===== src/rtl/niossystem_onchip_mem_arbiter_pkg.sv =====
// Shared widths, range limit and enums for the on-chip RAM arbiter.
package niosSystem_mem_arb_pkg;
  localparam int ADDR_W = 13;
  localparam int DATA_W = 32;
  localparam int BE_W   = DATA_W / 8;
  localparam int DEPTH  = 5100;
  localparam int BCNT_W = 4;

  localparam logic [ADDR_W-1:0] DEPTH_A = ADDR_W'(DEPTH);

  typedef enum logic {
    PORT_CPU   = 1'b0,
    PORT_AUDIO = 1'b1
  } port_e;

  typedef enum logic {
    FAVOR_AUDIO = 1'b0,
    FAVOR_CPU   = 1'b1
  } favor_e;

  function automatic logic out_of_range(input logic [ADDR_W-1:0] addr);
    return addr >= DEPTH_A;
  endfunction
endpackage


===== src/rtl/niossystem_onchip_mem_arbiter_if.sv =====
// Avalon-MM pipelined master port as seen by the RAM arbiter.
interface niossystem_onchip_mem_arbiter_if;
  import niosSystem_mem_arb_pkg::*;

  logic [ADDR_W-1:0] address;
  logic [BE_W-1:0]   byteenable;
  logic              read;
  logic              write;
  logic [DATA_W-1:0] writedata;
  logic              waitrequest;
  logic [DATA_W-1:0] readdata;
  logic              readdatavalid;

  // Handshake: a request (read | write) is accepted in any cycle where it is
  // asserted and waitrequest is low; the master must hold it stable otherwise.
  // readdatavalid qualifies readdata exactly one cycle after a read is accepted.
  modport master (
    output address, byteenable, read, write, writedata,
    input  waitrequest, readdata, readdatavalid
  );

  modport slave (
    input  address, byteenable, read, write, writedata,
    output waitrequest, readdata, readdatavalid
  );
endinterface


===== src/rtl/niossystem_onchip_mem_arbiter_grant.sv =====
// Favor FSM and burst counter: audio has priority, but after MAX_BURST
// consecutive audio grants over a waiting CPU the CPU gets one turn.
module niosSystem_mem_arb_grant
  import niosSystem_mem_arb_pkg::*;
#(
  parameter int MAX_BURST = 4
) (
  input  logic              clk,
  input  logic              reset,
  input  logic              req0,
  input  logic              req1,
  output logic              grant0,
  output logic              grant1,
  output favor_e            favor,
  output logic [BCNT_W-1:0] bcnt
);
  localparam logic [BCNT_W-1:0] MAX_B = BCNT_W'(MAX_BURST);

  favor_e            favor_q, favor_d;
  logic [BCNT_W-1:0] bcnt_q, bcnt_d;

  always_ff @(posedge clk) begin
    if (reset) begin
      favor_q <= FAVOR_AUDIO;
      bcnt_q  <= '0;
    end else begin
      favor_q <= favor_d;
      bcnt_q  <= bcnt_d;
    end
  end

  always_comb begin
    grant0  = 1'b0;
    grant1  = 1'b0;
    favor_d = favor_q;
    bcnt_d  = bcnt_q;

    if (!reset) begin
      case (favor_q)
        FAVOR_AUDIO: begin
          if (req1)      grant1 = 1'b1;
          else if (req0) grant0 = 1'b1;
        end
        FAVOR_CPU: begin
          if (req0)      grant0 = 1'b1;
          else if (req1) grant1 = 1'b1;
        end
        default: ;
      endcase
    end

    // Only audio grants that starve a waiting CPU count; the count saturates.
    if (grant0 || !req0)
      bcnt_d = '0;
    else if (grant1 && bcnt_q != '1)
      bcnt_d = bcnt_q + 1'b1;

    if (favor_q == FAVOR_CPU) begin
      if (grant0 || grant1) begin
        favor_d = FAVOR_AUDIO;
        bcnt_d  = '0;
      end
    end else if (bcnt_d >= MAX_B) begin
      favor_d = FAVOR_CPU;
    end
  end

  assign favor = favor_q;
  assign bcnt  = bcnt_q;
endmodule


===== src/rtl/niossystem_onchip_mem_arbiter.sv =====
// Shares the single-port on-chip RAM between the Nios data master (m0) and
// the audio delay-line engine (m1), returning reads with one-cycle latency.
module niossystem_onchip_mem_arbiter
  import niosSystem_mem_arb_pkg::*;
#(
  parameter int MAX_BURST = 4
) (
  input  logic                  clk,
  input  logic                  reset,
  niossystem_onchip_mem_arbiter_if.slave m0,
  niossystem_onchip_mem_arbiter_if.slave m1,
  output logic [ADDR_W-1:0]     mem_address,
  output logic [BE_W-1:0]       mem_byteenable,
  output logic                  mem_chipselect,
  output logic                  mem_write,
  output logic [DATA_W-1:0]     mem_writedata,
  output logic                  mem_clken,
  input  logic [DATA_W-1:0]     mem_readdata,
  output logic                  range_err,
  output favor_e                dbg_favor,
  output logic [BCNT_W-1:0]     dbg_bcnt
);
  logic req0, req1, grant0, grant1, any_grant;
  logic [ADDR_W-1:0] win_addr;
  logic              win_wr, win_oor;

  logic  rd_valid, rd_oor, ret_ok;
  port_e rd_port;

  assign req0 = m0.read | m0.write;
  assign req1 = m1.read | m1.write;

  niosSystem_mem_arb_grant #(.MAX_BURST(MAX_BURST)) u_grant (
    .clk    (clk),
    .reset  (reset),
    .req0   (req0),
    .req1   (req1),
    .grant0 (grant0),
    .grant1 (grant1),
    .favor  (dbg_favor),
    .bcnt   (dbg_bcnt)
  );

  assign any_grant = grant0 | grant1;

  assign m0.waitrequest = req0 & ~grant0;
  assign m1.waitrequest = req1 & ~grant1;

  always_comb begin
    win_addr       = grant1 ? m1.address    : m0.address;
    win_wr         = grant1 ? m1.write      : m0.write;
    mem_byteenable = grant1 ? m1.byteenable : m0.byteenable;
    mem_writedata  = grant1 ? m1.writedata  : m0.writedata;
  end

  // Out-of-range accesses never reach the RAM; reads are answered with zero.
  assign win_oor        = out_of_range(win_addr);
  assign mem_address    = win_addr;
  assign mem_chipselect = any_grant & ~win_oor;
  assign mem_write      = any_grant & win_wr & ~win_oor;
  assign mem_clken      = 1'b1;
  assign range_err      = any_grant & win_oor;

  always_ff @(posedge clk) begin
    if (reset) begin
      rd_valid <= 1'b0;
      rd_port  <= PORT_CPU;
      rd_oor   <= 1'b0;
    end else begin
      rd_valid <= any_grant & ~win_wr;
      rd_port  <= grant1 ? PORT_AUDIO : PORT_CPU;
      rd_oor   <= win_oor;
    end
  end

  // Reset squashes a return that is already in flight this cycle.
  assign ret_ok = rd_valid & ~reset;

  assign m0.readdatavalid = ret_ok & (rd_port == PORT_CPU);
  assign m1.readdatavalid = ret_ok & (rd_port == PORT_AUDIO);
  assign m0.readdata      = (m0.readdatavalid & ~rd_oor) ? mem_readdata : '0;
  assign m1.readdata      = (m1.readdatavalid & ~rd_oor) ? mem_readdata : '0;
endmodule


===== src/flat_wrapper.sv =====
// flat-port wrapper written by rule: the top's interface ports become plain ports
module niossystem_onchip_mem_arbiter_flat import niosSystem_mem_arb_pkg::*;
#(
  parameter int MAX_BURST = 4
)
  (clk, reset, mem_address, mem_byteenable, mem_chipselect, mem_write, mem_writedata, mem_clken, mem_readdata, range_err, dbg_favor, dbg_bcnt, m0_address, m0_byteenable, m0_read, m0_write, m0_writedata, m0_waitrequest, m0_readdata, m0_readdatavalid, m1_address, m1_byteenable, m1_read, m1_write, m1_writedata, m1_waitrequest, m1_readdata, m1_readdatavalid);
  niossystem_onchip_mem_arbiter_if m0_i ();
  niossystem_onchip_mem_arbiter_if m1_i ();
  input  logic clk;
  input  logic reset;
  output logic [ADDR_W-1:0] mem_address;
  output logic [BE_W-1:0] mem_byteenable;
  output logic mem_chipselect;
  output logic mem_write;
  output logic [DATA_W-1:0] mem_writedata;
  output logic mem_clken;
  input  logic [DATA_W-1:0] mem_readdata;
  output logic range_err;
  output favor_e dbg_favor;
  output logic [BCNT_W-1:0] dbg_bcnt;
  input wire logic [$bits(m0_i.address)-1:0] m0_address;
  input wire logic [$bits(m0_i.byteenable)-1:0] m0_byteenable;
  input wire logic [$bits(m0_i.read)-1:0] m0_read;
  input wire logic [$bits(m0_i.write)-1:0] m0_write;
  input wire logic [$bits(m0_i.writedata)-1:0] m0_writedata;
  output wire logic [$bits(m0_i.waitrequest)-1:0] m0_waitrequest;
  output wire logic [$bits(m0_i.readdata)-1:0] m0_readdata;
  output wire logic [$bits(m0_i.readdatavalid)-1:0] m0_readdatavalid;
  input wire logic [$bits(m1_i.address)-1:0] m1_address;
  input wire logic [$bits(m1_i.byteenable)-1:0] m1_byteenable;
  input wire logic [$bits(m1_i.read)-1:0] m1_read;
  input wire logic [$bits(m1_i.write)-1:0] m1_write;
  input wire logic [$bits(m1_i.writedata)-1:0] m1_writedata;
  output wire logic [$bits(m1_i.waitrequest)-1:0] m1_waitrequest;
  output wire logic [$bits(m1_i.readdata)-1:0] m1_readdata;
  output wire logic [$bits(m1_i.readdatavalid)-1:0] m1_readdatavalid;
  assign m0_i.address = m0_address;
  assign m0_i.byteenable = m0_byteenable;
  assign m0_i.read = m0_read;
  assign m0_i.write = m0_write;
  assign m0_i.writedata = m0_writedata;
  assign m0_waitrequest = m0_i.waitrequest;
  assign m0_readdata = m0_i.readdata;
  assign m0_readdatavalid = m0_i.readdatavalid;
  assign m1_i.address = m1_address;
  assign m1_i.byteenable = m1_byteenable;
  assign m1_i.read = m1_read;
  assign m1_i.write = m1_write;
  assign m1_i.writedata = m1_writedata;
  assign m1_waitrequest = m1_i.waitrequest;
  assign m1_readdata = m1_i.readdata;
  assign m1_readdatavalid = m1_i.readdatavalid;
  niossystem_onchip_mem_arbiter #(.MAX_BURST(MAX_BURST)) u_core (.clk(clk), .reset(reset), .m0(m0_i), .m1(m1_i), .mem_address(mem_address), .mem_byteenable(mem_byteenable), .mem_chipselect(mem_chipselect), .mem_write(mem_write), .mem_writedata(mem_writedata), .mem_clken(mem_clken), .mem_readdata(mem_readdata), .range_err(range_err), .dbg_favor(dbg_favor), .dbg_bcnt(dbg_bcnt));
endmodule

===== config.mk =====
export PLATFORM = sky130hd
export DESIGN_NAME = niossystem_onchip_mem_arbiter_flat
export DESIGN_NICKNAME = d
export VERILOG_FILES = /design/src/rtl/niossystem_onchip_mem_arbiter_pkg.sv /design/src/rtl/niossystem_onchip_mem_arbiter_if.sv /design/src/rtl/niossystem_onchip_mem_arbiter_grant.sv /design/src/rtl/niossystem_onchip_mem_arbiter.sv /design/src/flat_wrapper.sv
export SDC_FILE = /design/constraint.sdc
export NUM_CORES = 1
export LEC_CHECK = 0
export CORE_AREA = 2 2 102 104
export CTS_CLUSTER_DIAMETER = 60
export DETAILED_ROUTE_END_ITERATION = 16
export DIE_AREA = 0 0 104 106
export PLACE_DENSITY = 0.75
export SLEW_MARGIN = 0
export SYNTH_ARGS = -nofsm -noshare
export SYNTH_HDL_FRONTEND = slang
export SYNTH_SLANG_ARGS = --single-unit

===== constraint.sdc =====
create_clock -name clk -period 2 [get_ports clk]
set_input_delay 0.4 -clock clk [delete_from_list [all_inputs] [get_ports clk]]
set_output_delay 0.4 -clock clk [all_outputs]
set_load 0.05 [all_outputs]

==> results by group <==
GRT
  – Met2 GRT Util: approximately 42%
  – First-pass GRT wire length: about 18 mm
  – Via count of the first global-routing pass: about 3,500
  – Met3 Use GR: 3.679%
  – Met1 usage in global routing: a little over a fifth
  – Total GRT Usage: 20.87%
  – Overflow after GRT: 0
  – GR peak layer: met2
  – Antenna violations before repair: 0
  – Pin count of the biggest net entering global routing: 33

Layout
  – Ant. Diodes: 0
  – Layout cells sized above 1: 51.26%
  – Fill cells: between 700 and 800
  – Final Net Count: ~730
  – Synthesis-to-finish area growth: 309.7%
  – Sequential standard cell area: ~160 sq um
  – Footprint of the multi-input gates: roughly 1700 sq um

Setup path
  – Slowest CP cell: a211oi_4
  – Crit path max fanout: 2
  – Cell Chain, Critical Path: buf_6 > o21bai_4 > buf_4 > o21ai_4 > buf_6 > o32ai_4 > buf_6 > a211oi_4 > buf_12
  – Family with the most delay on the worst path: buffers and inverters
  – Startpoint Class: input port
  – Critical path's most frequent cell: buf_6
  – Crit-path max cell delay: 250 ps
  – Crit path buffers/inverters: 5
  – Critical Path RT: 1600 ps
  – Crit path capture type: output port
  – WP data arrival: 1700 ps
  – WS Path Type: in2out

Logic synthesis
  – Synth Area per Inst: roughly 5.3 sq um
  – Mapped Area: 1577 sq um
  – Sequential share of the synthesized area: 10.16%
  – Post-synth top area cell: nand2_1
  – Top cells by count, synth: nand2_1 (152), and2_1 (65), nor2_1 (11)
  – FF+latch count, synth: 8
  – Yosys top cell area share: 36.19%
  – Synth async-reset ratio: 0%
  – Synth Warn #: 0
  – Syn_nets: 433
  – Cell with the most instances after synthesis: nand2_1
  – Primary FF master, synth: dfxtp_1
  – Synth top area cells: nand2_1 (36%), and2_1 (26%), dfxtp_1 (10%)
  – Synth unique cells: 34
  – Gate count of the mapped netlist: around 300
  – Post-synth EDFFs: 0

Timing
  – Setup violations, final: 52
  – Worst slew pin tran: approximately 500 ps
  – Fin crit period: between 2000 and 2500 ps
  – Final hold vios: 0
  – Clk_skew: 5.364 ps
  – Fin crit share: 105.2%
  – RSZ-0062 raised after global routing: yes
  – Fin Setup TNS: -2097 ps
  – Worst slew margin: roughly 66%
  – Max-slew violation count: 0
  – Fmax: 475.3 MHz
  – Setup slack after layout: -104.1 ps

Detailed routing
  – Post-Route WL: 12.06 mm
  – Drt first-iter violations: around 110
  – Vias: roughly 3,100
  – Routed Antenna Nets: 0
  – Avg Vias per Cell: around 4.3
  – First-pass DRT Iterations: 4
  – Drt wl/cell: about 17 um
  – Residual DRC: 0

Clock tree
  – Max Root-Sink Buffers: 2
  – CTS tree: yes
  – Root buffer cell: clkbuf_8
  – H-Tree Depth: 1
  – Clk_lat worst skew: 240 ps
  – Sink Count: 8
  – Clk slew on worst S/H paths: around 40 ps
  – Hold-fix buffers, CTS: 0
  – CTS Buf Count: 3

Place
  – Pre-CTS setup slack: -564.5 ps
  – IO buf count: 260
  – Gpl congestion: between 0.8 and 0.9
  – HPWL Detailed: between 8 and 9 mm

Run
  – Max-cap violations: 0

Pwr
  – Leakage: roughly 2.9 nW
  – Worst IR Drop VDD: slightly below 0.0004 V
  – Pwr dens: 329.5 nW/um^2

Die
  – Initial Utilization: about 16%
  – FP Rows: 37
  – DIE WIDTH: approximately 100 um
  – Full die area: between 10,000 and 15,000 sq um
  – Die height: roughly 110 um
  – IO Count: between 200 and 300
  – Core area: between 9000 and 10,000 sq um

Run status
  – Violated checks: setup timing
  – Outcome: finished with violations

Worst hold path
  – HP Class: in2reg
worst paths after layout:
kind,cells after the start,slack [ps],endpoint,startpoint
hold reg to reg,2,570,u_core.u_grant.bcnt[1]$_SDFF_PP0_,u_core.u_grant.bcnt[1]$_SDFF_PP0_
hold / removal,3,470,u_core.rd_oor$_SDFF_PP0_,reset
setup / recovery,9,-100,range_err,reset
setup reg to reg,8,370,u_core.u_grant.bcnt[0]$_SDFF_PP0_,u_core.u_grant.favor$_SDFF_PP0_
layout by cell type (no fill, tap or decap), drive strengths merged, types with 2 or more instances in the layout:
cell             n
nor4             2
nor3             4
clkbuf          10
a21oi            4
clkdlybuf4s50  113
and2            65
o21a             2
dlygate4sd2     11
o21ai            2
dfxtp            8
o211ai           2
inv              5
nand2          152
clkdlybuf4s15    6
and3             3
buf            175
nor2            12
nand4            3
power by group:
group | leakage (nW) | internal [W] | switching (W)
Sequential | 0.0660 | 0.000167 | 0.00000681
Clock | 0.0216 | 0.000131 | 0.0000677
Combinational | 2.84 | 0.000897 | 0.000859
per-stage QoR:
stage | hold slack [ps] | utilization (%) | instances | cell area, sq um | total power, W
2_1_floorplan | 472.4 | - | 296 | 1714 | 0.0008538
3_3_place_gp | 539.5 | 58.40 | 700 | 5839 | 0.001767
3_5_place_dp | 576.9 | 58.40 | 700 | 5839 | 0.001790
4_1_cts | 452.0 | 64.63 | 727 | 6462 | 0.002138
5_1_grt | 468.7 | 64.59 | 729 | 6459 | 0.002210
6_report | 466.1 | 64.59 | 729 | 6459 | 0.002128
state kept, by name (all words and copies together), names as in the netlist:
register              cells
u_core.u_grant.bcnt       4
u_core.rd_valid           1
u_core.rd_port            1
u_core.rd_oor             1
u_core.u_grant.favor      1
final cells by class:
cell class,instances,area share (%)
clock buffer,3,0.6393
inverter,5,0.4456
multi-input combinational,265,26.19
sequential,8,2.499
tap,136,2.635
timing repair buffer,312,67.59
worst reg2reg max path, stage by stage, from the launching register on:
cell,delay (ps)
dfxtp_2,330
o21a_1,130
buf_6,130
buf_4,120
buf_4,120
buf_4,120
a311o_1,350
xor2_1,160
nor2_1,110
repair_timing:
item	4_1_cts	5_1_grt
resized for setup	142	18
pin swaps	26	12
gates cloned	6	2
buffers inserted	18	4
endpoints found under the setup margin	119	104
logic make-up after synthesis:
kind of cell / Yosys count / synth area share, %
mux: 1 / 0.6349
compound gates: 16 / 9.366
other cells: 1 / 0.2379
xor+xnor: 1 / 0.5557
flops: 8 / 10.16
fa+ha+maj: 1 / 0.7935
simple gates: 245 / 71.59
buf+inv: 23 / 6.667
metal layers:
| layer | part of all wire [%] | wire length (um) |
|---|---|---|
| met2 | 57 | 6827 |
| met1 | 37 | 4417 |
| met5 | 0 | 0 |
| met3 | 4.5 | 544 |
| met4 | 2.2 | 266 |
Power figures use the tool's default switching activity.
